`config.mk`:
```
export PLATFORM = sky130hd
export DESIGN_NAME = regroup_table_cfg
export DESIGN_NICKNAME = d
export VERILOG_FILES = /design/src/rtl/regroup_table_cfg.sv
export SDC_FILE = /design/constraint.sdc
export NUM_CORES = 1
export LEC_CHECK = 0
export ABC_CLOCK_PERIOD_IN_PS = 6900
export BUFFER_PORTS_ARGS = -buffer_cell sky130_fd_sc_hd__buf_2
export CAP_MARGIN = 20
export CORE_MARGIN = 2
export CORE_UTILIZATION = 53
export CTS_CLUSTER_SIZE = 12
export DETAILED_ROUTE_END_ITERATION = 10
export GPL_TIMING_DRIVEN = 0
export PLACE_DENSITY = 0.86
export SLEW_MARGIN = 20
export SYNTH_ARGS = -nofsm -noshare
export SYNTH_HDL_FRONTEND = slang
export SYNTH_SLANG_ARGS = --single-unit
```
`constraint.sdc`:
```
create_clock -name i_clk -period 6.9 [get_ports i_clk]
set_input_delay 1.035 -clock i_clk [delete_from_list [all_inputs] [get_ports i_clk]]
set_output_delay 1.035 -clock i_clk [all_outputs]
set_load 0.03 [all_outputs]
```
`src/rtl/regroup_table_cfg.sv`:
```
// Regroup-table configuration engine: inserts, updates and clears flow entries
// in an external RAM, keeping valid entries packed at addresses 0..entry_num-1.
module regroup_table_cfg #(
  parameter int unsigned TABLE_DEPTH = 256
) (
  input  logic                             i_clk,
  input  logic                             i_rst,
  input  logic                             i_cfg_wr,
  input  logic [13:0]                      iv_cfg_flowid,
  input  logic [56:0]                      iv_cfg_dmac_outport,
  input  logic                             i_cfg_clear,
  output logic                             o_regroup_ram_rd,
  output logic [$clog2(TABLE_DEPTH)-1:0]   ov_regroup_ram_raddr,
  input  logic [70:0]                      iv_regroup_ram_rdata,
  output logic                             o_regroup_ram_wr,
  output logic [$clog2(TABLE_DEPTH)-1:0]   ov_regroup_ram_waddr,
  output logic [70:0]                      ov_regroup_ram_wdata,
  output logic                             o_cfg_busy,
  output logic                             o_cfg_done,
  output logic                             o_cfg_err,
  output logic [$clog2(TABLE_DEPTH):0]     ov_entry_num
);

  localparam int unsigned AW = $clog2(TABLE_DEPTH);
  localparam int unsigned NW = AW + 1;
  localparam int unsigned FW = 14;
  localparam int unsigned PW = 57;
  localparam int unsigned DW = FW + PW;

  typedef enum logic [2:0] {
    IDLE_S,
    RD_S,
    WAIT_S,
    CMP_S,
    CLEAR_S
  } state_t;

  state_t          state_q, state_d;
  logic [FW-1:0]   flowid_q, flowid_d;
  logic [PW-1:0]   payload_q, payload_d;
  logic [AW-1:0]   index_q, index_d;
  logic [AW-1:0]   clr_addr_q, clr_addr_d;
  logic [NW-1:0]   entry_num_q, entry_num_d;
  logic            rd_q, rd_d;
  logic [AW-1:0]   raddr_q, raddr_d;
  logic            wr_q, wr_d;
  logic [AW-1:0]   waddr_q, waddr_d;
  logic [DW-1:0]   wdata_q, wdata_d;
  logic            busy_q, busy_d;
  logic            done_q, done_d;
  logic            err_q, err_d;

  logic [DW-1:0]   new_word;
  logic [DW-1:0]   held_word;
  logic [FW-1:0]   rd_flowid;
  logic            last_idx;
  logic            table_full;
  logic            last_clr;
  logic            rdata_unused;

  assign new_word   = {iv_cfg_flowid, iv_cfg_dmac_outport};
  assign held_word  = {flowid_q, payload_q};
  assign rd_flowid  = iv_regroup_ram_rdata[DW-1:PW];
  assign last_idx   = ({1'b0, index_q} == (entry_num_q - NW'(1)));
  assign table_full = (entry_num_q == NW'(TABLE_DEPTH));
  assign last_clr   = (clr_addr_q == AW'(TABLE_DEPTH - 1));
  // Only the flow ID field of a stored word takes part in matching.
  assign rdata_unused = ^iv_regroup_ram_rdata[PW-1:0];

  // State and datapath registers; every output is driven straight from a flop.
  always_ff @(posedge i_clk or posedge i_rst) begin
    if (i_rst) begin
      state_q     <= IDLE_S;
      flowid_q    <= '0;
      payload_q   <= '0;
      index_q     <= '0;
      clr_addr_q  <= '0;
      entry_num_q <= '0;
      rd_q        <= 1'b0;
      raddr_q     <= '0;
      wr_q        <= 1'b0;
      waddr_q     <= '0;
      wdata_q     <= '0;
      busy_q      <= 1'b0;
      done_q      <= 1'b0;
      err_q       <= 1'b0;
    end else begin
      state_q     <= state_d;
      flowid_q    <= flowid_d;
      payload_q   <= payload_d;
      index_q     <= index_d;
      clr_addr_q  <= clr_addr_d;
      entry_num_q <= entry_num_d;
      rd_q        <= rd_d;
      raddr_q     <= raddr_d;
      wr_q        <= wr_d;
      waddr_q     <= waddr_d;
      wdata_q     <= wdata_d;
      busy_q      <= busy_d;
      done_q      <= done_d;
      err_q       <= err_d;
    end
  end

  // Next-state and next-output logic; read strobes are launched on entry to RD_S.
  always_comb begin
    state_d     = state_q;
    flowid_d    = flowid_q;
    payload_d   = payload_q;
    index_d     = index_q;
    clr_addr_d  = clr_addr_q;
    entry_num_d = entry_num_q;
    rd_d        = 1'b0;
    raddr_d     = raddr_q;
    wr_d        = 1'b0;
    waddr_d     = waddr_q;
    wdata_d     = wdata_q;
    done_d      = 1'b0;
    err_d       = 1'b0;

    case (state_q)
      IDLE_S: begin
        if (i_cfg_clear) begin
          clr_addr_d = '0;
          state_d    = CLEAR_S;
        end else if (i_cfg_wr) begin
          if (new_word == '0) begin
            done_d = 1'b1;
            err_d  = 1'b1;
          end else if (entry_num_q == '0) begin
            wr_d        = 1'b1;
            waddr_d     = '0;
            wdata_d     = new_word;
            done_d      = 1'b1;
            entry_num_d = NW'(1);
          end else begin
            flowid_d  = iv_cfg_flowid;
            payload_d = iv_cfg_dmac_outport;
            index_d   = '0;
            rd_d      = 1'b1;
            raddr_d   = '0;
            state_d   = RD_S;
          end
        end
      end

      RD_S: state_d = WAIT_S;

      WAIT_S: state_d = CMP_S;

      CMP_S: begin
        if (rd_flowid == flowid_q) begin
          wr_d    = 1'b1;
          waddr_d = index_q;
          wdata_d = held_word;
          done_d  = 1'b1;
          state_d = IDLE_S;
        end else if (!last_idx) begin
          index_d = index_q + AW'(1);
          rd_d    = 1'b1;
          raddr_d = index_q + AW'(1);
          state_d = RD_S;
        end else if (table_full) begin
          done_d  = 1'b1;
          err_d   = 1'b1;
          state_d = IDLE_S;
        end else begin
          // Append right behind the last valid entry to keep the table packed.
          wr_d        = 1'b1;
          waddr_d     = entry_num_q[AW-1:0];
          wdata_d     = held_word;
          entry_num_d = entry_num_q + NW'(1);
          done_d      = 1'b1;
          state_d     = IDLE_S;
        end
      end

      CLEAR_S: begin
        wr_d    = 1'b1;
        waddr_d = clr_addr_q;
        wdata_d = '0;
        if (last_clr) begin
          entry_num_d = '0;
          done_d      = 1'b1;
          state_d     = IDLE_S;
        end else begin
          clr_addr_d = clr_addr_q + AW'(1);
        end
      end

      default: state_d = IDLE_S;
    endcase

    busy_d = (state_d != IDLE_S);
  end

  assign o_regroup_ram_rd     = rd_q;
  assign ov_regroup_ram_raddr = raddr_q;
  assign o_regroup_ram_wr     = wr_q;
  assign ov_regroup_ram_waddr = waddr_q;
  assign ov_regroup_ram_wdata = wdata_q;
  assign o_cfg_busy           = busy_q;
  assign o_cfg_done           = done_q;
  assign o_cfg_err            = err_q;
  assign ov_entry_num         = entry_num_q;

endmodule

```
==> results of run 1 <==
==> worst max-delay path: stages <==
cell      delay, ns
buf_2          0.13
nor4_1         0.67
nand4_1        0.26
nor3_1         0.47
nand2_1        0.20
a21oi_1        0.21
clkbuf_1       0.57
clkbuf_1       0.45
o21ai_0        0.20
nand3_1        0.11
==> cell type report <==
type	instances	area (µm²)
repair buffers	190	973.4
fillers	1355	5761
inverters	11	51.30
clock inverters	10	121.4
flip-flops and latches	183	4579
well taps	220	275.3
clock buffers	22	474.2
plain buffers	71	325.3
multi-input cells	702	3846
==> cell families after synthesis <==
| kind of cell | Yosys count | synth area share, % |
|---|---|---|
| adder cells (fa/ha/maj) | 5 | 0.7113 |
| AO/OA/AOI/OAI | 292 | 20.83 |
| buffers and inverters | 82 | 4.197 |
| XOR/XNOR | 27 | 2.689 |
| multiplexers | 4 | 0.5691 |
| flip-flops | 183 | 52.07 |
| AND/OR/NAND/NOR | 374 | 18.94 |
==> placed cells by master (no fill, tap or decap), drive strengths merged, types with 4 or more instances in the layout <==
| cell type | instances |
|---|---|
| nand2 | 252 |
| buf | 200 |
| dfrtp | 183 |
| o21ai | 175 |
| clkbuf | 83 |
| a22oi | 75 |
| nor2 | 27 |
| xnor2 | 21 |
| nor4 | 20 |
| nand4 | 16 |
| nand3 | 15 |
| nor3 | 13 |
| inv | 11 |
| o211ai | 7 |
| xor2 | 6 |
| a21oi | 6 |
| or3 | 5 |
| ha | 5 |
| nor3b | 5 |
| clkinvlp | 4 |
| clkinv | 4 |
==> layer usage <==
layer	GRT usage [%]	vias up
li1	-	3828
met1	41.51	4053
met2	50.20	462
met3	7.318	87
met4	12.37	4
met5	0	-
==> power by group through the flow <==
stage	combinational [mW]	clock [mW]	sequential [mW]
floorplan	0.604	0	1.79
global route	1.29	1.03	1.67
detailed placement	1.16	0	1.64
global placement	1.12	0	1.63
finish	1.17	0.991	1.63
CTS	1.17	0.994	1.62
==> through the flow <==
stage,power [mW],cells,cell area (µm²)
final,3.797,1409,10650
after global routing,3.985,1409,10650
after CTS,3.787,1409,10650
after detailed placement,2.795,1377,10050
after global placement,2.742,1376,10020
after floorplan,2.398,967,8795
==> how the worst max path moves through the flow <==
stage / depth (start not counted) / end
floorplan: 1 / clr_addr_q[0]
global placement: 2 / ov_regroup_ram_wdata[23]
detailed placement: 10 / ov_regroup_ram_wdata[48]
CTS: 10 / ov_regroup_ram_wdata[1]
global route: 10 / ov_regroup_ram_wdata[46]
finish: 10 / ov_entry_num[2]
==> sequential cells by signal, indices dropped and copies added (netlist names), 3 cells and up <==
signal / cells
clr_addr_q: 8
payload_q: 57
ov_regroup_ram_raddr: 8
ov_entry_num: 9
flowid_q: 14
ov_regroup_ram_wdata: 71
ov_regroup_ram_waddr: 8
state_q: 3
==> results.sh, run 1 <==
export IMPL_cts_setup_buffers=0
export IMPL_synth_area_leaders="dfrtp_1 52%, nand2_1 11%, o21ai_0 9.2%"
export IMPL_synth_fp_nets=1118
export IMPL_clkPwrFrac_pct=26.1
export IMPL_gp_congestion=0.9083
export IMPL_ys_seq_elements=183
export IMPL_antenna_found_initial=3
export IMPL_relSlewSlack_pct=20.35
export IMPL_finalClockSkew_ns=0.008559
export IMPL_p_sw_mw=1.452
export IMPL_htreeDepth=4
export IMPL_dr_wl_met3_um=2508
export IMPL_cts_buffer_depth=2
export IMPL_post_cts_resized=0
export IMPL_final_core_util_pct=64.89
export IMPL_hold_buffers=0
export IMPL_num_vias=8434
export IMPL_synth_distinct_cells=63
export IMPL_status="finished, final reports clean"
export IMPL_fmax_ghz=0.2537
export IMPL_first_global_vias=8090
export IMPL_synth_async_reset_ratio_pct=100.0
export IMPL_first_pass_iters=5
export IMPL_min_from="payload_q[20]"
export IMPL_first_iter_violations=734
export IMPL_track_usage_pct=31.32
export IMPL_dp_hpwl_um=19270
export IMPL_synthCells=967
export IMPL_die_h_um=132.8
export IMPL_maxCapViolations=0
export IMPL_layout_drive_gt1_share_pct=22.12
export IMPL_cp_start_kind="input port"
export IMPL_pin_count=247
export IMPL_min_period_over_period_pct=57.12
export IMPL_wl_met2_um=12760
export IMPL_grt_ovfl_total=0
export IMPL_min_period_ns=3.941
export IMPL_synth_edf_count=0
export IMPL_slew_viol_final=0
export IMPL_crit_type="in -> reg"
export IMPL_top_layer="met5"
export IMPL_end_kind="flip-flop"
export IMPL_clk_pin_slew_ns=0.07
export IMPL_drt_vias_per_instance=5.986
export IMPL_cts_tree="done"
export IMPL_nNetsFinal=1327
export IMPL_yosysMostFrequentCell="nand2_1"
export IMPL_wirelength_um=26960
export IMPL_yosysTopAreaCell="dfrtp_1"
export IMPL_power_internal_mw=2.345
export IMPL_tightest_slew_ns=1.184
export IMPL_setup_ws_ns=2.959
export IMPL_yosysTopAreaCellShare_pct=52.07
export IMPL_numCtsBuffers=17
export IMPL_r2r_end="ov_regroup_ram_waddr[1]"
export IMPL_hold_viol=0
export IMPL_hold_path_class="reg -> reg"
export IMPL_synthFlopType="dfrtp_1"
export IMPL_die_area_um2=17640
export IMPL_synthTopCellsByCount="252 x nand2_1, 183 x dfrtp_1, 161 x o21ai_0"
export IMPL_cts_sinks=183
export IMPL_cp_arrival_ns=4.31
export IMPL_power_share_combinational_pct=30.9
export IMPL_crit_start="iv_cfg_dmac_outport[0]"
export IMPL_die_x_um=132.8
export IMPL_area_delta_synth_final_pct=21.06
export IMPL_wl_per_cell_um=19.13
export IMPL_ys_warnings_count=0
export IMPL_leakage_nw=5.134
export IMPL_switching_share_pct=38.24
export IMPL_start_util_pct=53.60
export IMPL_crit_required_ns=7.27
export IMPL_hold_depth=2
export IMPL_drc=0
export IMPL_seq_power_share_pct=43.0
export IMPL_core_um2=16410
export IMPL_r2r_slack_ns=3.70
export IMPL_grt_pass1_wl_um=43050
export IMPL_rows=47
export IMPL_whs_endpoint="payload_q[20]"
export IMPL_antenna_left=0
export IMPL_fin_setup_tns_ns=0
export IMPL_mappedNetlistArea_um2=8795
export IMPL_post_place_ws_ns=2.682
export IMPL_syn_avg_cell_area_um2=9.095
export IMPL_seq_area_frac_synth_pct=52.07
export IMPL_cts_root_buf="clkbuf_16"
export IMPL_vdd_drop_max_v=0.0001938
export IMPL_rsz0062_at_grt="no"
export IMPL_worstRegToRegCells=8
export IMPL_setup_viol=0
export IMPL_critPathMaxFanout=10
export IMPL_hold_slack_ns=0.4766
export IMPL_grt_max_degree=95
export IMPL_n_antenna_cell=0
export IMPL_wl_met1_um=10680
export IMPL_io_buffers=189
export IMPL_r2r_start="flowid_q[13]"
export IMPL_p_per_area_nw_per_um2=356.7
export IMPL_worstSkewPairLatency_ns=0.44
No activity file was read; power rests on OpenSTA's default activity.
==> run 2: changes to the inputs <==
Settings changed: ABC_CLOCK_PERIOD_IN_PS 6900 to 3600, CORE_UTILIZATION 53 to 48, PLACE_DENSITY 0.86 to 0.82.
Clock period 6.9 ns to 3.6 ns, I/O delays scaled along.
==> results.sh, run 2 (synthesis results as in run 1) <==
export IMPL_crit_type="in -> reg"
export IMPL_tightest_slew_ns=0.9727
export IMPL_rsz0062_at_grt="no"
export IMPL_grt_max_degree=32
export IMPL_start_util_pct=48.96
export IMPL_numCtsBuffers=17
export IMPL_relSlewSlack_pct=34.91
export IMPL_maxCapViolations=0
export IMPL_r2r_end="ov_regroup_ram_waddr[6]"
export IMPL_die_h_um=139.4
export IMPL_first_global_vias=8053
export IMPL_path_cells="buf_2 > nor4_1 > nand4_1 > nor3_1 > nand2_1 > a21oi_1 > clkbuf_1 > clkbuf_1 > o21ai_0 > o21ai_2"
export IMPL_min_period_ns=3.281
export IMPL_fin_setup_tns_ns=0
export IMPL_die_area_um2=19420
export IMPL_wl_per_cell_um=19.46
export IMPL_worstRegToRegCells=8
export IMPL_slowest_delay_ns=0.68
export IMPL_drt_vias_per_instance=5.907
export IMPL_finalClockSkew_ns=0.01135
export IMPL_cp_start_kind="input port"
export IMPL_status="finished, final reports clean"
export IMPL_slew_viol_final=0
export IMPL_pin_count=247
export IMPL_design_area_um2=10790
export IMPL_wirelength_um=27730
export IMPL_first_pass_iters=6
export IMPL_vdd_drop_max_v=0.0003364
export IMPL_r2r_start="flowid_q[13]"
export IMPL_cpMaxStageDelayCell="clkbuf_1"
export IMPL_worstSkewPairLatency_ns=0.44
export IMPL_cts_sinks=183
export IMPL_hold_path_class="in -> async"
export IMPL_p_total_mw=7.345
export IMPL_area_delta_synth_final_pct=22.65
export IMPL_first_iter_violations=706
export IMPL_nNetsFinal=1332
export IMPL_die_x_um=139.4
export IMPL_min_period_over_period_pct=91.15
export IMPL_cts_buffer_depth=2
export IMPL_cts_root_buf="clkbuf_16"
export IMPL_fmax_ghz=0.3048
export IMPL_largest_reg_flops=71
export IMPL_rows=49
export IMPL_crit_path_frequent_cell="clkbuf_1"
export IMPL_cp_arrival_ns=3.64
export IMPL_antenna_left=0
export IMPL_track_usage_pct=28.59
export IMPL_num_vias=8418
export IMPL_cts_tree="done"
export IMPL_crit_required_ns=3.95
export IMPL_setup_viol=0
export IMPL_end_kind="flip-flop"
export IMPL_layout_commonest_cell="nand2_1"
export IMPL_final_cell_mix="252 x nand2_1, 192 x buf_2, 183 x dfrtp_1"
export IMPL_place_area_um2=10160
export IMPL_layout_drive_gt1_share_pct=22.57
export IMPL_hold_viol=0
export IMPL_antenna_found_initial=4
export IMPL_grt_pass1_wl_um=44030
export IMPL_clk_pin_slew_ns=0.07
export IMPL_gp_congestion=0.8834
export IMPL_critPathMaxFanout=10
export IMPL_p_per_area_nw_per_um2=681.0
export IMPL_core_um2=17960
export IMPL_r2r_slack_ns=0.53
export IMPL_dp_hpwl_um=20310
export IMPL_drc=0
export IMPL_leakage_nw=5.197
export IMPL_grt_ovfl_total=0
export IMPL_io_buffers=189
export IMPL_htreeDepth=4
==> run 2: area by class of cell <==
class	instances	area (µm²)
repair buffers	195	1074
inverters	11	47.55
flip-flops and latches	183	4579
fillers	1535	7177
plain buffers	71	325.3
well taps	229	286.5
multi-input cells	702	3852
diodes	4	10.01
clock buffers	20	466.7
clock inverters	10	145.1
==> run 2: routing by layer <==
metal  share of wire (%)  up-vias  routed length, µm  track usage (%)
met5                0.10        -                 28                0
met4                 3.1        4                861            11.48
met3                  10       62               2792            7.192
met2                  47      481              12970            44.40
met1                  40     4031              11080            38.67
li1                    -     3840                  -                -
==> run 2: metrics by stage <==
step	hold WS (ns)	utilization [%]	setup slack, ns	std cells
after global routing	0.1990	60.01	0.1352	1422
after floorplan	0.4461	-	0.7095	967
after detailed placement	0.4626	56.55	-0.2104	1391
after global placement	0.4573	55.84	-0.4273	1385
final	0.1568	60.05	0.3188	1425
after CTS	0.1654	59.96	0.2247	1421
==> run 2: worst max-delay path by stage <==
stage | from | end | slack, ns | cells past startpoint
6_report | iv_cfg_dmac_outport[43] | ov_regroup_ram_wdata[3] | 0.32 | 10
4_1_cts | iv_cfg_dmac_outport[0] | ov_regroup_ram_wdata[3] | 0.22 | 10
2_1_floorplan | i_rst | clr_addr_q[0] | 0.71 | 1
5_1_grt | iv_cfg_dmac_outport[0] | o_regroup_ram_rd | 0.14 | 9
3_5_place_dp | iv_cfg_dmac_outport[0] | ov_regroup_ram_wdata[3] | -0.21 | 10
3_3_place_gp | i_rst | payload_q[22] | -0.43 | 2
==> run 2: timing repair <==
| item | CTS | global route |
|---|---|---|
| buffers inserted | 0 | 0 |
| endpoints found under the hold margin | 0 | 0 |
| resized for setup | 0 | 1 |
| setup endpoints to repair | 0 | 40 |
| hold buffers | 0 | 0 |
==> run 2: worst max-delay path, delay by kind of cell <==
family                 cells  cell delay, ns
AO/OA/AOI/OAI              3            0.48
buffers and inverters      3            1.26
AND/OR/NAND/NOR            4            1.33
==> run 2: power breakdown <==
group	internal, mW	leakage (nW)	switching (mW)
Clock	1.15	0.300	0.820
Combinational	0.751	2.49	1.51
Sequential	2.68	2.41	0.438
Total	4.57	5.20	2.77
